`src/rtl/result_packer.sv`:
```
// result_packer: captures an ALU result and serializes it as a framed packet on a valid/ready byte stream
module result_packer #(
  parameter int datawidth_p = 8,
  parameter int result_width_p = 32,
  parameter int header_en_p = 1
) (
  input  logic                      clk_i,
  input  logic                      rst_i,
  input  logic                      start_i,
  input  logic [7:0]                opcode_i,
  input  logic [result_width_p-1:0] result_i,
  output logic                      busy_o,
  output logic                      done_o,
  output logic                      valid_o,
  output logic [datawidth_p-1:0]    data_o,
  input  logic                      ready_i
);
  localparam int nb = result_width_p / 8;
  localparam int tot = (header_en_p != 0 ? 4 : 0) + nb;
  localparam int ofs = header_en_p != 0 ? 0 : 4;
  localparam int iw = $clog2(4 + nb);
  localparam logic [15:0] len = 16'(4 + nb);
  localparam logic [iw-1:0] last = iw'(tot - 1);
  typedef enum logic [1:0] {StIdle, StHdr, StData, StDone} state_t;
  state_t state, state_n;
  logic [iw-1:0] idx, idx_n;
  logic [7:0] op_q, op_n;
  logic [result_width_p-1:0] res_q, res_n;
  logic [datawidth_p-1:0] data_n;
  function automatic logic [datawidth_p-1:0] pick(input logic [iw-1:0] k, input logic [7:0] op,
                                                  input logic [result_width_p-1:0] res);
    logic [8*(4+nb)-1:0] s;
    s = {op, 8'h00, len[7:0], len[15:8], res} >> (8 * (3 + nb - ofs - int'(k)));
    return s[datawidth_p-1:0];
  endfunction
  always_comb begin
    state_n = state;
    idx_n = idx;
    op_n = op_q;
    res_n = res_q;
    data_n = data_o;
    if (state == StIdle) begin
      if (start_i) begin
        op_n = opcode_i;
        res_n = result_i;
        idx_n = '0;
        data_n = pick('0, opcode_i, result_i);
        state_n = header_en_p != 0 ? StHdr : StData;
      end
    end else if (state == StDone) begin
      state_n = StIdle;
    end else if (ready_i) begin
      if (idx == last) begin
        state_n = StDone;
      end else begin
        idx_n = idx + iw'(1);
        data_n = pick(idx_n, op_q, res_q);
        state_n = (header_en_p != 0 && int'(idx_n) < 4) ? StHdr : StData;
      end
    end
  end
  always_ff @(posedge clk_i) begin
    if (rst_i) begin
      state <= StIdle;
      idx <= '0;
      op_q <= '0;
      res_q <= '0;
      data_o <= '0;
      valid_o <= 1'b0;
      busy_o <= 1'b0;
      done_o <= 1'b0;
    end else begin
      state <= state_n;
      idx <= idx_n;
      op_q <= op_n;
      res_q <= res_n;
      data_o <= data_n;
      valid_o <= state_n == StHdr || state_n == StData;
      busy_o <= state_n != StIdle;
      done_o <= state_n == StDone;
    end
  end
endmodule

```
`config.mk`:
```
export PLATFORM = sky130hd
export DESIGN_NAME = result_packer
export DESIGN_NICKNAME = d
export VERILOG_FILES = /design/src/rtl/result_packer.sv
export SDC_FILE = /design/constraint.sdc
export NUM_CORES = 1
export LEC_CHECK = 0
export ABC_CLOCK_PERIOD_IN_PS = 2300
export CORE_MARGIN = 1
export CORE_UTILIZATION = 49
export CTS_CLUSTER_DIAMETER = 50
export DETAILED_ROUTE_END_ITERATION = 10
export MAX_ROUTING_LAYER = met4
export PLACE_DENSITY = 0.84
export SYNTH_ARGS = -nofsm -noshare
export SYNTH_HDL_FRONTEND = slang
export SYNTH_SLANG_ARGS = --single-unit
```
`constraint.sdc`:
```
create_clock -name clk_i -period 2.3 [get_ports clk_i]
set_clock_uncertainty 0.15 [all_clocks]
set_input_delay 0.46 -clock clk_i [delete_from_list [all_inputs] [get_ports clk_i]]
set_output_delay 0.46 -clock clk_i [all_outputs]
set_load 0.05 [all_outputs]
```
==> results_dict.tcl, run 1 <==
set metrics [dict create \
    startpoint "data_o[6]" \
    grt_max_degree 42 \
    drt_wl_total_um 5170 \
    ys_warn_count 0 \
    final_cell_area_um2 3140 \
    syn-num-nets 340 \
    max_freq_mhz 480 \
    setup_viol 0 \
    crit_arrival_ns 1.47 \
    post-route-util_pct 65.6 \
    peakVddDrop_v 0.000390 \
    syn_area_per_cell_um2 8.48 \
    final_cells 406 \
    start_util_pct 51.6 \
    ys_ff_latch 56 \
    critPathCaptureType "output port" \
    ant_nets 0 \
    grt_pass1_wl_um 8690 \
    slowest_stage "clkdlybuf4s50_1" \
    grt_overflow 0 \
    final_layout_size_suffix_gt1_share_pct 9.44 \
    hold_buffers 0 \
    worst_slew_pin_slew_ns 0.664 \
    synth_area_um2 2470 \
    layout.nets 387 \
    n_fill_cell 410 \
    via_per_inst 5.15 \
    place_hpwl_um 3740 \
    min_period_over_period_pct 90.5 \
    slew_violations 0 \
    holdCritPathClass "reg2reg" \
    grt_usage_pct 21.7 \
    critPathTopFamily "buffers and inverters" \
    outcome "completed" \
    diodes 0 \
    worstSetupStartpointType "flip-flop" \
    die_y_um 73.0 \
    clock_latency_ns 0.31 \
    io_pins 55 \
    design.die.area_um2 5320 \
    die_x_um 73.0 \
    cts_resized 0 \
    syn_to_final_growth_pct 27.3 \
    crit_fanout 2 \
    drv_cap 0 \
    numCtsBuffers 5 \
    num_vias 2091 \
    yosysSeqAreaShare_pct 45.4 \
    place_area_um2 3030 \
    dp_cells 398 \
    clk_pin_slew_ns 0.09 \
    hold_ws_ns 0.306 \
    period_minus_slack_ns 2.08 \
    post_cts_buffers 0 \
    post-route-drc-count 0 \
    root_buffer "clkbuf_8" \
    rows 25 \
    hp-start "res_q[15]" \
    power_mw 2.19 \
    setup_ws_ns 0.217 \
    grt_pass1_vias 1949 \
    multi_input_area_um2 1210 \
    critPathBufInv 1 \
    gp_congestion 0.843 \
    path_cells "clkdlybuf4s50_1" \
    p_per_area_nw_per_um2 696 \
    synth.distinct_cells 35 \
    grt_antenna_before_repair 0 \
    coreArea_um2 4790 \
    required_ns 1.69 \
    relSlewSlack_pct 55.6 \
    crit_path_max_incr_delay_ns 0.81 \
    pre_cts_slack_ns 0.114 \
    portBuffers 54 \
    syn-instance-count 291 \
    register_area_um2 1120 \
    cts_tree "yes" \
    r2r-start "idx[1]" \
    dr.first_iter.drc_count 211 \
    htree_levels 2 \
    avgRoutedWirePerCell_um 12.7 \
    finalHoldViolations 0 \
    ctsLongestPathBuffers 2 \
    p_leak_nw 1.19 \
    cts_sinks 56 \
    firstDrtPassIters 4 \
    rsz0062_at_grt "false" \
    fin_setup_tns_ns 0 \
    critPathKind "reg2out" \
]
-- placed cells by master (no fill, tap or decap), types with 2 or more instances in the layout --
cell,count
nand2_1,89
nor3b_1,2
a311oi_1,5
clkbuf_8,5
ha_1,5
nor2_1,12
buf_4,8
clkdlybuf4s50_1,53
mux4_2,7
o211ai_1,2
a21oi_1,52
dfxtp_1,56
mux2i_1,3
nor3_1,2
inv_1,5
and3_1,7
nor2b_1,5
-- routing by layer --
metal	GRT usage, %	wire length, um	up-vias
li1	-	-	1076
met1	27.9	2280	944
met2	35.0	2570	62
met3	4.28	242	9
met4	6.10	76	0
met5	-	0	-
-- cells by family (layout without fill, tap and decap cells) --
family | count (synthesis) | after routing | synth area share (%)
AO/OA/AOI/OAI | 66 | 66 | 16.3
XOR/XNOR | 2 | 2 | 0.710
flip-flops | 56 | 56 | 45.4
adder cells (fa/ha/maj) | 5 | 5 | 2.54
AND/OR/NAND/NOR | 125 | 125 | 21.7
multiplexers | 10 | 10 | 7.61
buffers and inverters | 27 | 75 | 5.68
-- tightest hold or removal path, cell delays in order, from the launching register on --
cell and delay, ns:
dfxtp_1 0.32, nand2_1 0.05, a21oi_1 0.05
-- registers in the layout (all words and copies together) (netlist names) --
signal / cells
res_q: 32
data_o: 8
op_q: 8
idx: 3
state: 2
busy_o: 1
done_o: 1
valid_o: 1
-- Yosys cell counts --
| library cell | number | area share [%] |
|---|---|---|
| xnor2_1 | 1 | 0.36 |
| o21ai_4 | 1 | 0.66 |
| a311oi_1 | 5 | 1.8 |
| and2_4 | 1 | 0.36 |
| mux4_2 | 7 | 6.4 |
| o211ai_1 | 2 | 0.61 |
| or2_2 | 1 | 0.25 |
| dfxtp_1 | 56 | 45 |
| o41ai_1 | 1 | 0.36 |
| or3b_1 | 1 | 0.36 |
| ha_1 | 5 | 2.5 |
| buf_2 | 4 | 0.81 |
| nand2_1 | 89 | 14 |
| nor2_1 | 12 | 1.8 |
| clkbuf_1 | 12 | 1.8 |
| nand3b_1 | 1 | 0.30 |
| and3_1 | 7 | 1.8 |
| nor2_2 | 1 | 0.25 |
| nor3_1 | 2 | 0.41 |
| a211oi_2 | 1 | 0.51 |
| a221oi_2 | 1 | 0.61 |
| nor3b_1 | 3 | 0.91 |
| buf_4 | 1 | 0.30 |
| nand3_1 | 1 | 0.20 |
| xor2_1 | 1 | 0.36 |
| o22a_1 | 1 | 0.36 |
| nand2b_1 | 1 | 0.25 |
| o31ai_1 | 1 | 0.30 |
| buf_1 | 1 | 0.15 |
| inv_1 | 5 | 0.76 |
| nor2b_1 | 5 | 1.3 |
| a311oi_2 | 1 | 0.61 |
| buf_6 | 4 | 1.8 |
| mux2i_1 | 3 | 1.2 |
| a21oi_1 | 52 | 11 |
-- area by class of cell --
class | instances | area share (%)
Multi-Input combinational cell | 208 | 38.6
Sequential cell | 56 | 35.7
Timing Repair Buffer | 62 | 19.0
Tap cell | 67 | 2.67
Clock buffer | 5 | 2.19
Clock inverter | 3 | 1.35
Inverter | 5 | 0.597
-- final timing paths --
path / depth (start not counted) / slack, ns / endpoint
worst max-delay path: 1 / 0.22 / data_o[6]
worst min register to register: 2 / 0.31 / res_q[15]
worst max register to register: 8 / 0.22 / data_o[2]
worst min-delay path: 2 / 0.31 / res_q[15]
-- power breakdown --
group          switching, mW  leakage, nW  total (mW)  internal (mW)
combinational          0.262        0.676       0.470          0.208
sequential            0.0382        0.460        1.08           1.04
clock                  0.317       0.0541       0.640          0.323
Note: power is estimated with default switching activity, not from simulation.
==> run 2: changes to the inputs <==
--- a/config.mk
+++ b/config.mk
@@ -6,12 +6,12 @@
 export NUM_CORES = 1
 export LEC_CHECK = 0
 export ABC_CLOCK_PERIOD_IN_PS = 2300
-export CORE_MARGIN = 1
-export CORE_UTILIZATION = 49
+export CORE_MARGIN = 10
+export CORE_UTILIZATION = 46
 export CTS_CLUSTER_DIAMETER = 50
 export DETAILED_ROUTE_END_ITERATION = 10
 export MAX_ROUTING_LAYER = met4
-export PLACE_DENSITY = 0.84
+export PLACE_DENSITY = 0.8
 export SYNTH_ARGS = -nofsm -noshare
 export SYNTH_HDL_FRONTEND = slang
 export SYNTH_SLANG_ARGS = --single-unit
==> results_dict.tcl, run 2 (same netlist as run 1, synthesis figures left out) <==
set metrics [dict create \
    outcome "completed" \
    ant_nets 0 \
    finalHoldViolations 0 \
    holdCritPathClass "reg2reg" \
    grt_usage_pct 14.4 \
    critPathTopFamily "buffers and inverters" \
    post-route-drc-count 0 \
    hold_buffers 0 \
    top_layer "met4" \
    firstDrtPassIters 5 \
    critPathCaptureType "output port" \
    grt_max_degree 37 \
    fin_setup_tns_ns 0 \
    rsz0062_at_grt "false" \
    reg_top3 "res_q x32, data_o x8, op_q x8" \
    grt_pass1_vias 2135 \
    grt_antenna_before_repair 0 \
    htree_levels 2 \
    cts_resized 0 \
    design.die.area_um2 8690 \
    diodes 0 \
    worst_slew_pin_slew_ns 0.645 \
    p_leak_nw 1.21 \
    io_pins 55 \
    die_y_um 93.2 \
    syn_to_final_growth_pct 28.9 \
    critPathBufInv 1 \
    largest_reg_flops 32 \
    cts_tree "yes" \
    post-route-util_pct 61.9 \
    final_cells 410 \
    portBuffers 54 \
    p_clk_share_pct 33.1 \
    pwr-share-comb_pct 20.5 \
    rows 26 \
    worstSetupStartpointType "flip-flop" \
    n_fill_cell 493 \
    ctsLongestPathBuffers 2 \
    seqPwrFrac_pct 46.4 \
    intPower_mw 1.69 \
    setup_viol 0 \
    layout.nets 388 \
    gp_congestion 0.830 \
    post_cts_buffers 0 \
    max_freq_mhz 474 \
    die_x_um 93.2 \
    place_hpwl_um 4460 \
    min_period_over_period_pct 91.7 \
    slowest_stage "clkdlybuf4s50_1" \
    drt_wl_total_um 6040 \
    numCtsBuffers 5 \
    p_per_area_nw_per_um2 733 \
    switchingPower_uw 641 \
    grt_pass1_wl_um 10000 \
    clk_pin_slew_ns 0.10 \
    root_buffer "clkbuf_8" \
    power_mw 2.33 \
    slew_violations 0 \
    critPathKind "reg2out" \
    required_ns 1.69 \
    start_util_pct 48.0 \
    coreArea_um2 5140 \
    num_vias 2115 \
    crit_arrival_ns 1.50 \
    drv_cap 0 \
    final_layout_size_suffix_gt1_share_pct 9.71 \
    crit_fanout 2 \
    relSlewSlack_pct 56.8 \
    period_minus_slack_ns 2.11 \
    regMostFlops "res_q" \
    crit_path_max_incr_delay_ns 0.81 \
    peakVddDrop_v 0.000336 \
    dr_wl_met3_um 294 \
    dp_cells 402 \
    cts_sinks 56 \
    swShare_pct 27.5 \
    path_cells "clkdlybuf4s50_1" \
    dr_wl_met2_um 2890 \
    via_per_inst 5.16 \
    dr.first_iter.drc_count 139 \
    clock_latency_ns 0.32 \
    avgRoutedWirePerCell_um 14.7 \
    mostFrequentLayoutCells "nand2_1 (89), dfxtp_1 (56), clkdlybuf4s50_1 (53)" \
    final_common_cell "nand2_1" \
    grt_overflow 0 \
    wl_met1_um 2760 \
]
==> run 2: changes by cell type in the layout (fill, tap and decap cells not counted) <==
cell        before  now
buf_4            8    9
bufinv_16        1    2
clkinv_2         1    0
clkinvlp_4       1    0
inv_6            0    1
==> run 2: path summary, 6_finish.rpt <==
kind,startpoint,end,depth (start not counted),slack [ns]
setup / recovery,data_o[3],data_o[3],1,0.19
hold / removal,op_q[5],op_q[5],2,0.31
setup reg to reg,idx[0],data_o[4],8,0.28
hold reg to reg,op_q[5],op_q[5],2,0.31
==> run 2: metal layers <==
| metal | global-route usage (%) | vias to the layer above |
|---|---|---|
| li1 | - | 1075 |
| met1 | 17.2 | 971 |
| met2 | 23.1 | 60 |
| met3 | 3.52 | 9 |
| met4 | 5.40 | 0 |
| met5 | - | - |
==> run 2: cell type report <==
cell class              count  area, um2  share of cell area (%)
repair buffers             63        603                    19.0
inverters                   5       18.8                   0.590
well taps                  70       87.6                    2.75
clock inverters             3       68.8                    2.16
clock buffers               5       68.8                    2.16
multi-input cells         208       1210                    38.1
flip-flops and latches     56       1120                    35.3
==> run 2: power groups by stage <==
stage / Combinational (mW) / Sequential (mW) / Clock, mW
final: 0.477 / 1.08 / 0.772
after global routing: 0.519 / 1.09 / 0.823
after CTS: 0.481 / 1.08 / 0.785
after detailed placement: 0.479 / 1.10 / 0
after global placement: 0.467 / 1.10 / 0
after floorplan: 0.239 / 1.16 / 0
==> run 2: metrics by stage <==
step | hold slack, ns | area (um2) | setup slack [ns]
after floorplan | 0.282 | 2470 | 0.309
after global placement | 0.287 | 3040 | 0.140
after detailed placement | 0.295 | 3040 | 0.105
after CTS | 0.309 | 3180 | 0.178
after global routing | 0.327 | 3180 | 0.0778
final | 0.306 | 3180 | 0.192
==> run 3: changes to the inputs <==
==> config.mk (replaced) <==
export PLATFORM = sky130hd
export DESIGN_NAME = result_packer
export DESIGN_NICKNAME = d
export VERILOG_FILES = /design/src/rtl/result_packer.sv
export SDC_FILE = /design/constraint.sdc
export NUM_CORES = 1
export LEC_CHECK = 0
export ABC_CLOCK_PERIOD_IN_PS = 2200
export CORE_MARGIN = 10
export CORE_UTILIZATION = 35
export CTS_CLUSTER_DIAMETER = 50
export DETAILED_ROUTE_END_ITERATION = 10
export GPL_ROUTABILITY_DRIVEN = 0
export MAX_ROUTING_LAYER = met4
export PLACE_DENSITY = 0.65
export SYNTH_ARGS = -nofsm -noshare
export SYNTH_HDL_FRONTEND = slang
export SYNTH_SLANG_ARGS = --single-unit
==> constraint.sdc (replaced) <==
create_clock -name clk_i -period 2.2 [get_ports clk_i]
set_clock_uncertainty 0.15 [all_clocks]
set_input_delay 0.44 -clock clk_i [delete_from_list [all_inputs] [get_ports clk_i]]
set_output_delay 0.44 -clock clk_i [all_outputs]
set_load 0.05 [all_outputs]
==> results_dict.tcl, run 3 (same netlist as run 1, synthesis figures left out) <==
set metrics [dict create \
    outcome "completed" \
    cts_tree "yes" \
    grt_usage_pct 11.6 \
    rsz0062_at_grt "false" \
    layout.nets 389 \
    top_usage_layer "met2" \
    use_met2_pct 17.7 \
    slowest_stage "clkdlybuf4s50_1" \
    worst_slew_pin_slew_ns 0.513 \
    via_per_inst 4.77 \
    required_ns 1.61 \
    crit_fanout 2 \
    coreArea_um2 6830 \
    holdCritPathClass "reg2reg" \
    critPathTopFamily "buffers and inverters" \
    max_freq_mhz 477 \
    syn_to_final_growth_pct 30.3 \
    peakVddDrop_v 0.000266 \
    critPathKind "reg2out" \
    min_period_over_period_pct 95.2 \
    reg2reg_depth 8 \
    ant_nets 0 \
    final_layout_size_suffix_gt1_share_pct 10.3 \
    drv_cap 0 \
    crit_path_max_incr_delay_ns 0.82 \
    drt_wl_total_um 6150 \
    grt_pass1_wl_um 10300 \
    mostFrequentLayoutCells "nand2_1 (89), dfxtp_1 (56), clkdlybuf4s50_1 (53)" \
    grt_pass1_vias 2101 \
    path_cells "clkdlybuf4s50_1" \
    setup_viol 0 \
    dp_cells 429 \
    finalHoldViolations 0 \
    design.die.area_um2 10800 \
    start_util_pct 36.1 \
    register_area_um2 1120 \
    cts_sinks 56 \
    avgRoutedWirePerCell_um 14.1 \
    rows 30 \
    clock_latency_ns 0.32 \
    multi_input_area_um2 1220 \
    n_fill_cell 707 \
    post-route-drc-count 0 \
    slew_violations 0 \
    critPathCaptureType "output port" \
    grt_antenna_before_repair 0 \
    critPathBufInv 1 \
    io_pins 55 \
    ctsLongestPathBuffers 2 \
    regMostFlops "res_q" \
    grt_max_degree 40 \
    hold_buffers 0 \
    met1_usage_pct 15.2 \
    die_y_um 104 \
    diodes 0 \
    root_buffer "clkbuf_8" \
    firstDrtPassIters 4 \
    dr.first_iter.drc_count 97 \
    grt_util_met3_pct 1.98 \
    fin_setup_tns_ns 0 \
    period_minus_slack_ns 2.09 \
    place_hpwl_um 4580 \
    largest_reg_flops 32 \
    cp.depth 1 \
    grt_overflow 0 \
    relSlewSlack_pct 65.7 \
    htree_levels 2 \
    final_cells 437 \
    portBuffers 54 \
    die_x_um 104 \
    final_common_cell "nand2_1" \
    holdPathStages 2 \
    numCtsBuffers 5 \
    num_vias 2084 \
    p_per_area_nw_per_um2 726 \
    reg_top3 "res_q x32, data_o x8, op_q x8" \
    p_leak_nw 1.21 \
    worstSetupStartpointType "flip-flop" \
    clk_pin_slew_ns 0.10 \
    crit_arrival_ns 1.50 \
]
-- run 3: cell types whose count changed in the layout (fill, tap and decap cells not counted) --
| cell | delta |
|---|---|
| clkinvlp_4 | +1 |
| bufinv_16 | -1 |
| buf_12 | +1 |
| nor3b_1 | -1 |
| nor3b_2 | +1 |
-- run 3: layout make-up --
class,instances,area share [%]
Clock buffer,5,2.14
Tap cell,96,3.74
Multi-Input combinational cell,208,37.8
Inverter,5,0.584
Timing Repair Buffer,64,19.4
Clock inverter,3,1.44
Sequential cell,56,34.9
-- run 3: worst paths after layout --
check                           slack, ns         to       from
worst max register to register       0.17  data_o[1]     idx[1]
worst min register to register       0.30    op_q[4]    op_q[4]
worst max-delay path                 0.11  data_o[3]  data_o[3]
worst min-delay path                 0.30    op_q[4]    op_q[4]
-- run 3: through the flow --
| step | setup WS [ns] | power [mW] | area [um2] | util [%] | hold slack, ns |
|---|---|---|---|---|---|
| global placement | 0.0841 | 1.65 | 3090 | 45.3 | 0.287 |
| finish | 0.105 | 2.33 | 3210 | 47.1 | 0.304 |
| floorplan | 0.209 | 1.47 | 2470 | - | 0.282 |
| detailed placement | -0.00282 | 1.66 | 3090 | 45.3 | 0.293 |
| CTS | 0.0945 | 2.35 | 3210 | 47.0 | 0.307 |
| global route | 0.0101 | 2.44 | 3210 | 47.1 | 0.322 |
-- run 3: timing repair --
item / CTS / global route
buffers inserted: 0 / 0
resized for setup: 0 / 1
endpoints found under the setup margin: 0 / 2
-- run 3: report_power, final --
part | total [mW] | internal [mW] | switching (mW)
registers | 1.13 | 1.09 | 0.0402
clock network | 0.696 | 0.343 | 0.353
logic | 0.509 | 0.226 | 0.283
total | 2.33 | 1.66 | 0.676
-- run 3: routing by layer --
layer,vias up,part of all wire (%)
met1,949,50
met2,51,45
li1,1079,-
met4,0,1.3
met3,5,3.2
met5,-,0
